==> src/rtl/async_fifo_pkg.sv <==
// Shared helpers for the asynchronous FIFO: Gray/binary pointer conversion
// and the depth of the clock-domain-crossing synchronizer.
package async_fifo_pkg;

   localparam int SYNC_STAGES = 2;
   localparam int GRAY_FN_W   = 32;

   // Callers zero-extend narrower pointers in and size-cast the result back.
   function automatic logic [GRAY_FN_W-1:0] bin2gray(input logic [GRAY_FN_W-1:0] b);
      return b ^ (b >> 1);
   endfunction

   function automatic logic [GRAY_FN_W-1:0] gray2bin(input logic [GRAY_FN_W-1:0] g);
      logic [GRAY_FN_W-1:0] b;
      b[GRAY_FN_W-1] = g[GRAY_FN_W-1];
      for (int i = GRAY_FN_W - 2; i >= 0; i--) begin
         b[i] = b[i+1] ^ g[i];
      end
      return b;
   endfunction

endpackage

==> src/rtl/async_fifo_read_ctrl_gray_sync2.sv <==
// gray_sync2: flop chain that brings a Gray-coded pointer into the local clock
// domain; every stage clears to zero on the asynchronous active-high reset.
module gray_sync2
   import async_fifo_pkg::*;
#(
   parameter int WIDTH = 6
)
(
   input  logic             clk,
   input  logic             rst,
   input  logic [WIDTH-1:0] d,
   output logic [WIDTH-1:0] q
);

   logic [WIDTH-1:0] r_stage [SYNC_STAGES];

   always_ff @(posedge clk or posedge rst) begin
      if (rst) begin
         for (int i = 0; i < SYNC_STAGES; i++) begin
            r_stage[i] <= '0;
         end
      end else begin
         r_stage[0] <= d;
         for (int i = 1; i < SYNC_STAGES; i++) begin
            r_stage[i] <= r_stage[i-1];
         end
      end
   end

   assign q = r_stage[SYNC_STAGES-1];

endmodule

==> src/rtl/async_fifo_read_ctrl.sv <==
// Read side of an asynchronous FIFO: synchronized write pointer, empty flag,
// and a 2-entry output buffer. `ASYNC_FIFO_READ_LEVEL_EN adds p_read_level.
module async_fifo_read_ctrl
   import async_fifo_pkg::*;
#(
   parameter int SIZE_LOG2  = 5,
   parameter int DATA_WIDTH = 8
)
(
   input  logic                  read_clk,
   input  logic                  read_rst,
   input  logic [SIZE_LOG2:0]    p_write_ptr_gray,
   input  logic [DATA_WIDTH-1:0] p_mem_data,
   output logic [SIZE_LOG2-1:0]  p_read_addr,
   output logic [SIZE_LOG2:0]    p_read_ptr_gray,
   output logic                  p_read_empty,
   output logic                  p_out_valid,
   input  logic                  p_out_ready,
   output logic [DATA_WIDTH-1:0] p_out_data
`ifdef ASYNC_FIFO_READ_LEVEL_EN
   ,
   output logic [SIZE_LOG2:0]    p_read_level
`endif
);

   localparam int PTR_W = SIZE_LOG2 + 1;

   logic [PTR_W-1:0]      r_write_ptr_gray_sync2;
   logic [PTR_W-1:0]      r_read_ptr_bin;
   logic [PTR_W-1:0]      r_read_ptr_gray;
   logic [PTR_W-1:0]      w_read_ptr_bin_next;
   logic [PTR_W-1:0]      w_read_ptr_gray_next;
   logic [1:0]            r_buf_count;
   logic [DATA_WIDTH-1:0] r_buf_head;
   logic [DATA_WIDTH-1:0] r_buf_tail;
   logic                  r_read_empty;
   logic                  w_xfer;
   logic                  w_fetch;
   logic                  w_fill_tail;

   gray_sync2 #(
      .WIDTH (PTR_W)
   ) u_write_ptr_sync (
      .clk (read_clk),
      .rst (read_rst),
      .d   (p_write_ptr_gray),
      .q   (r_write_ptr_gray_sync2)
   );

   // Stream output: a word moves on any edge where p_out_valid && p_out_ready;
   // until then p_out_valid and p_out_data hold, and valid never depends on ready.
   assign p_out_valid = (r_buf_count != 2'd0);
   assign p_out_data  = r_buf_head;
   assign w_xfer      = p_out_valid && p_out_ready;

   // A fetch may reuse the slot freed by a same-cycle transfer, so a full
   // buffer still streams one word per cycle.
   assign w_fetch = !r_read_empty && ((r_buf_count < 2'd2) || w_xfer);

   assign w_read_ptr_bin_next  = r_read_ptr_bin + {{SIZE_LOG2{1'b0}}, w_fetch};
   assign w_read_ptr_gray_next = PTR_W'(bin2gray(GRAY_FN_W'(w_read_ptr_bin_next)));

   // Slot that receives the fetched word once any outgoing head has shifted out.
   assign w_fill_tail = (r_buf_count == 2'd2) || ((r_buf_count == 2'd1) && !w_xfer);

   always_ff @(posedge read_clk or posedge read_rst) begin
      if (read_rst) begin
         r_read_ptr_bin  <= '0;
         r_read_ptr_gray <= '0;
         r_read_empty    <= 1'b1;
      end else begin
         r_read_ptr_bin  <= w_read_ptr_bin_next;
         r_read_ptr_gray <= w_read_ptr_gray_next;
         r_read_empty    <= (w_read_ptr_gray_next == r_write_ptr_gray_sync2);
      end
   end

   always_ff @(posedge read_clk or posedge read_rst) begin
      if (read_rst) begin
         r_buf_count <= 2'd0;
         r_buf_head  <= '0;
         r_buf_tail  <= '0;
      end else begin
         r_buf_count <= r_buf_count + {1'b0, w_fetch} - {1'b0, w_xfer};
         if (w_xfer) begin
            r_buf_head <= r_buf_tail;
         end
         if (w_fetch) begin
            if (w_fill_tail) begin
               r_buf_tail <= p_mem_data;
            end else begin
               r_buf_head <= p_mem_data;
            end
         end
      end
   end

   assign p_read_addr     = r_read_ptr_bin[SIZE_LOG2-1:0];
   assign p_read_ptr_gray = r_read_ptr_gray;
   assign p_read_empty    = r_read_empty;

`ifdef ASYNC_FIFO_READ_LEVEL_EN
   logic [PTR_W-1:0] w_write_ptr_bin_sync;

   assign w_write_ptr_bin_sync = PTR_W'(gray2bin(GRAY_FN_W'(r_write_ptr_gray_sync2)));

   // Modulo subtraction across the extra pointer bit yields 0..2**SIZE_LOG2.
   always_ff @(posedge read_clk or posedge read_rst) begin
      if (read_rst) begin
         p_read_level <= '0;
      end else begin
         p_read_level <= w_write_ptr_bin_sync - r_read_ptr_bin;
      end
   end
`endif

endmodule

==> config.mk <==
export PLATFORM = sky130hd
export DESIGN_NAME = async_fifo_read_ctrl
export DESIGN_NICKNAME = d
export VERILOG_FILES = /design/src/rtl/async_fifo_pkg.sv /design/src/rtl/async_fifo_read_ctrl_gray_sync2.sv /design/src/rtl/async_fifo_read_ctrl.sv
export SDC_FILE = /design/constraint.sdc
export NUM_CORES = 1
export LEC_CHECK = 0
export CORE_MARGIN = 2
export CORE_UTILIZATION = 25
export DETAILED_ROUTE_END_ITERATION = 8
export PLACE_DENSITY = 0.48
export REMOVE_ABC_BUFFERS = 1
export SLEW_MARGIN = 15
export SYNTH_ARGS = -nofsm -noshare
export SYNTH_HDL_FRONTEND = slang
export SYNTH_SLANG_ARGS = --single-unit
==> constraint.sdc <==
create_clock -name read_clk -period 6 [get_ports read_clk]
set_input_delay 0.6 -clock read_clk [delete_from_list [all_inputs] [get_ports read_clk]]
set_output_delay 0.6 -clock read_clk [all_outputs]
set_load 0.005 [all_outputs]
Word level (Yosys, flattened, before mapping)
Index checks and enable logic that the tools add are counted.
{ "totals": {"wordCells": 28, "output_inout_bits": 21, "regBits": 43, "in_bits": 17} }
{ "classes": {"n_bitwise": 1, "eq_ne": 3, "n_addsub": 3, "magnitude_cmp": 1, "n_reduce_logical": 9, "muxes": 3} }
{ "op_table": {"columns": ["cell", "count"], "rows": [
  ["2-to-1 mux 8 bit", 3],
  ["adder 6 x 1 -> 6 bit", 1],
  ["== test 6 bit", 1],
  ["bitwise XOR 6 x 5 -> 6 bit", 1],
  ["logical AND 1 bit", 3],
  ["adder 2 x 1 -> 2 bit", 1],
  ["== test 2 x 1 -> 1 bit (second input constant)", 1],
  ["== test 2 bit (second input constant)", 1],
  ["zero test 1 bit", 2],
  ["logical OR 1 bit", 2],
  ["< comparator 2 bit (second input constant)", 1],
  ["AND reduction 2 bit", 1],
  ["nonzero test 2 bit", 1],
  ["subtractor 2 x 1 -> 2 bit", 1]
]} }

Depth between registers and ports, before layout
{ "depth": {"depth_word": 7, "ltp_mapped": 10, "mapped_depth_nobuf": 9} }

By module
A second synthesis with hierarchy kept.
{ "hier_totals": {"hier_cells": 153, "area_unflattened_um2": 1850.5} }
{ "modules_own_cells": {"columns": ["mod", "instances", "seq_area_each_um2", "area_each_um2", "cells_per_inst"], "rows": [
  ["async_fifo_read_ctrl", 1, 752.0, 1501.4, 134],
  ["gray_sync2", 1, 300.3, 349.1, 19]
]} }

Worst setup path before layout
OpenSTA, ideal clock, no wires.
{ "synth_timing": {"path_type": "input to register", "from": "in p_out_ready", "to": "reg r_read_empty, in the netlist p_read_empty", "required_ps": 5919, "path_buffers": 1, "arrival_time_ps": 2328, "setup_time_ps": 81, "cell_stages": 9, "slack_ps": 3592, "path_cell_list": "clkbuf_1 inv_2 a21oi_1 ha_1 ha_1 or4b_1 and4_1 nor3_2 nor3_2"} }
{ "synth_via": {"elab_chain_cells": 6} }
{ "synth_lines": {"columns": ["item", "line_no", "text"], "rows": [
  ["start: declaration", "async_fifo_read_ctrl.sv:18", "input logic p_out_ready,"],
  ["logical AND 1 bit", "async_fifo_read_ctrl.sv:54", "assign w_xfer = p_out_valid && p_out_ready;"],
  ["logical OR 1 bit", "async_fifo_read_ctrl.sv:58", "assign w_fetch = !r_read_empty && ((r_buf_count < 2'd2) || w_xfer);"],
  ["logical AND 1 bit", "async_fifo_read_ctrl.sv:58", null],
  ["adder 6 x 1 -> 6 bit", "async_fifo_read_ctrl.sv:60", "assign w_read_ptr_bin_next = r_read_ptr_bin + {{SIZE_LOG2{1'b0}}, w_fetch};"],
  ["bitwise XOR 6 x 5 -> 6 bit", "async_fifo_pkg.sv:10", "return b ^ (b >> 1);"],
  ["== test 6 bit", "async_fifo_read_ctrl.sv:74", "r_read_empty <= (w_read_ptr_gray_next == r_write_ptr_gray_sync2);"],
  ["end signal: assignment", "async_fifo_read_ctrl.sv:74", null],
  ["end: declaration", "async_fifo_read_ctrl.sv:36", "logic r_read_empty;"]
]} }
No other way between the ends.
A chain may end at the register's enable or synchronous reset.

Final worst setup path
Ends and elaborated chain as after synthesis.

==> metrics <==
run status finished clean; CTS Hold Bufs 0; RePlAce Congestion between 0.8 and 0.9; Worst slew margin 0.5526; r2r startpoint r_buf_count[1]; Clock Skews 0.006812 ns; Syn Inst Count around 150; Root Driver clkbuf_8; fmax 380.7 MHz; Core Box Area 6869 µm²; max cap viols 0; Worst-path clk slew about 0.080 ns; Yosys reg bits 42; Critical-path top delay cell clkdlybuf4s50_1; Final period util 0.4378; final non-filler cell total ~280; sequential area share after synthesis 0.5840; WHS ~0.35 ns; ys async rst share 1.000; commonest cells after routing, fill and taps aside 41 x dfrtp_1, 37 x clkdlybuf4s50_1, 16 x nand2_1, 12 x xnor2_1, 9 x mux2i_1; setup TNS 0 ns; drt first pass iters 4; GRT overflow 0; WL/cell about 12 µm; 1st-iter DRT viols a little under 60; Worst Tran Pin Value around 0.67 ns; EDFF count, synth 0; Mapped Area 1802 µm²; Post-Route WL between 3000 and 4000 µm; Worst Hold End u_write_ptr_sync.q[5]; number of I/O pins 38; CTS sink cnt 42; Setup WS post-layout 3.373 ns; cells along the critical path clkdlybuf4s50_1, inv_2, a21oi_1, ha_1, ha_1, or4b_1, and4_1, nor3_2, nor3_2; postcts setup bufs 0; GRT Overall Usage 0.09405; Die Width slightly below 90 µm; Final setup viols 0; n_diodes 0; Worst EP required ~6.2 ns; share of cells above drive strength 1 0.08649; Final Hold Fails 0; Setup crit start kind input pin; via count around 1200; CP arrival roughly 2.9 ns; Initial Util 0.2623; Buf/Inv on CP 2; H-tree level count 2; Layout area overhead 31.74%; DRT antenna net count 0; syn avg cell area approximately 12 µm²; DRC violations left 0; PwrDens around 540 nW/µm²; Die H between 80 and 90 µm; Crit path max-delay family simple AND/OR/NAND/NOR gates; min cycle time layout approximately 2.6 ns; Netlist cell types 33; fin nets a little over 200; first-pass GRT wire length ~5400 µm; Main synth FF type dfrtp_1; worst vdd ir 0.1633 mV; final instance area roughly 2400 µm²; die area between 7000 and 8000 µm²; nature of the critical path endpoint flop; CP max stage delay between 0.5 and 0.6 ns; R2R depth 7; CP max FO 6; CTS Buf Count 5; vias per cell 4.228; Skew-Pair Late Insertion Delay slightly below 0.3 ns; YS warnings 0; DP Area approximately 2300 µm²; number of cells on the worst hold path 0; Post-CTS Resized 0; Slew Viols, Final 0; FILL cells approximately 680; FP Rows 30; CTS tree done; most common cell after layout, fill and taps aside dfrtp_1; Port Buf Inserts 37; Leak 1.011 nW; Cells after DPL 273; Reg2Reg Capture Point p_read_empty; Setup WS pre-CTS 3.056 ns; vias in the first global route 1231; Hold Path Class flop to flop; Setup CP Type input pin to flop; hpwl dp about 2400 µm; register-to-register path setup slack ~3.8 ns; initial antenna violation count 0; Clock Tree Buf Depth 2; Min-Delay Startpoint u_write_ptr_sync.r_stage[11]; RSZ-0062 raised after global routing false; largest net degree at the start of global routing 43
-- through the flow --
step                      power [mW]    util
after detailed placement       1.093  0.3301
after global routing           1.397  0.3455
after floorplan               0.8495       -
after CTS                      1.317  0.3455
after global placement         1.076  0.3301
final                          1.293  0.3455
-- kinds of logic (layout without fill, tap and decap cells) --
| group | Yosys count | after routing | synth area share |
|---|---|---|---|
| AO/OA/AOI/OAI | 18 | 18 | 0.05973 |
| XOR/XNOR | 21 | 21 | 0.1063 |
| adder cells (fa/ha/maj) | 5 | 5 | 0.03472 |
| buffers and inverters | 13 | 52 | 0.03055 |
| flip-flops | 42 | 42 | 0.5840 |
| multiplexers | 17 | 17 | 0.1000 |
| AND/OR/NAND/NOR | 30 | 30 | 0.08474 |
-- routing by layer --
| layer | part of all wire | vias up | routed length (µm) | global-route usage |
|---|---|---|---|---|
| met5 | 0 | - | 0 | 0 |
| met4 | 0.023 | 0 | 77 | 0.05372 |
| met3 | 0.063 | 8 | 210 | 0.03601 |
| met2 | 0.49 | 32 | 1659 | 0.1608 |
| met1 | 0.42 | 591 | 1410 | 0.09889 |
| li1 | - | 557 | - | - |
-- area by class of cell --
type,instances,area [µm²],share of cell area
timing repair buffer,38,377.9,0.1592
clock buffer,7,76.32,0.03216
inverter,6,22.52,0.009489
multi-input combinational,91,694.4,0.2926
clock inverter,1,30.03,0.01265
tap,96,120.1,0.05061
sequential,42,1052,0.4433
-- synth_stat cells, drive strengths merged (4+ instances only) --
cell type | count | area, µm²
ha | 5 | 62.56
mux2i | 9 | 90.09
a21oi | 5 | 28.78
nand2 | 16 | 60.06
inv | 6 | 22.52
xor2 | 9 | 86.34
dfrtp | 41 | 1026
mux2 | 8 | 90.09
o21ai | 9 | 45.04
clkbuf | 4 | 15.01
nor2 | 4 | 17.52
xnor2 | 12 | 105.1
-- report_power, final --
part | switching (mW) | internal [mW] | total [mW]
clock network | 0.0929 | 0.125 | 0.217
logic | 0.262 | 0.324 | 0.586
registers | 0.0915 | 0.398 | 0.489
total | 0.446 | 0.847 | 1.29
-- worst max path at each step --
stage,start,to,cells past startpoint
2_1_floorplan,p_out_ready,p_read_empty,8
3_3_place_gp,p_out_ready,p_read_empty,9
3_5_place_dp,p_out_ready,p_read_empty,9
4_1_cts,p_out_ready,p_read_empty,9
5_1_grt,p_out_ready,p_read_empty,10
6_report,p_out_ready,p_read_empty,9
-- flip-flops by register name, indices dropped and copies added, names as in the netlist --
signal and count:
r_read_ptr_bin 6, r_buf_tail 8, p_read_empty 1, p_out_data 8
u_write_ptr_sync.r_stage 6, r_buf_count 2, u_write_ptr_sync.q 6, p_read_ptr_gray 5
Power figures use the tool's default switching activity.
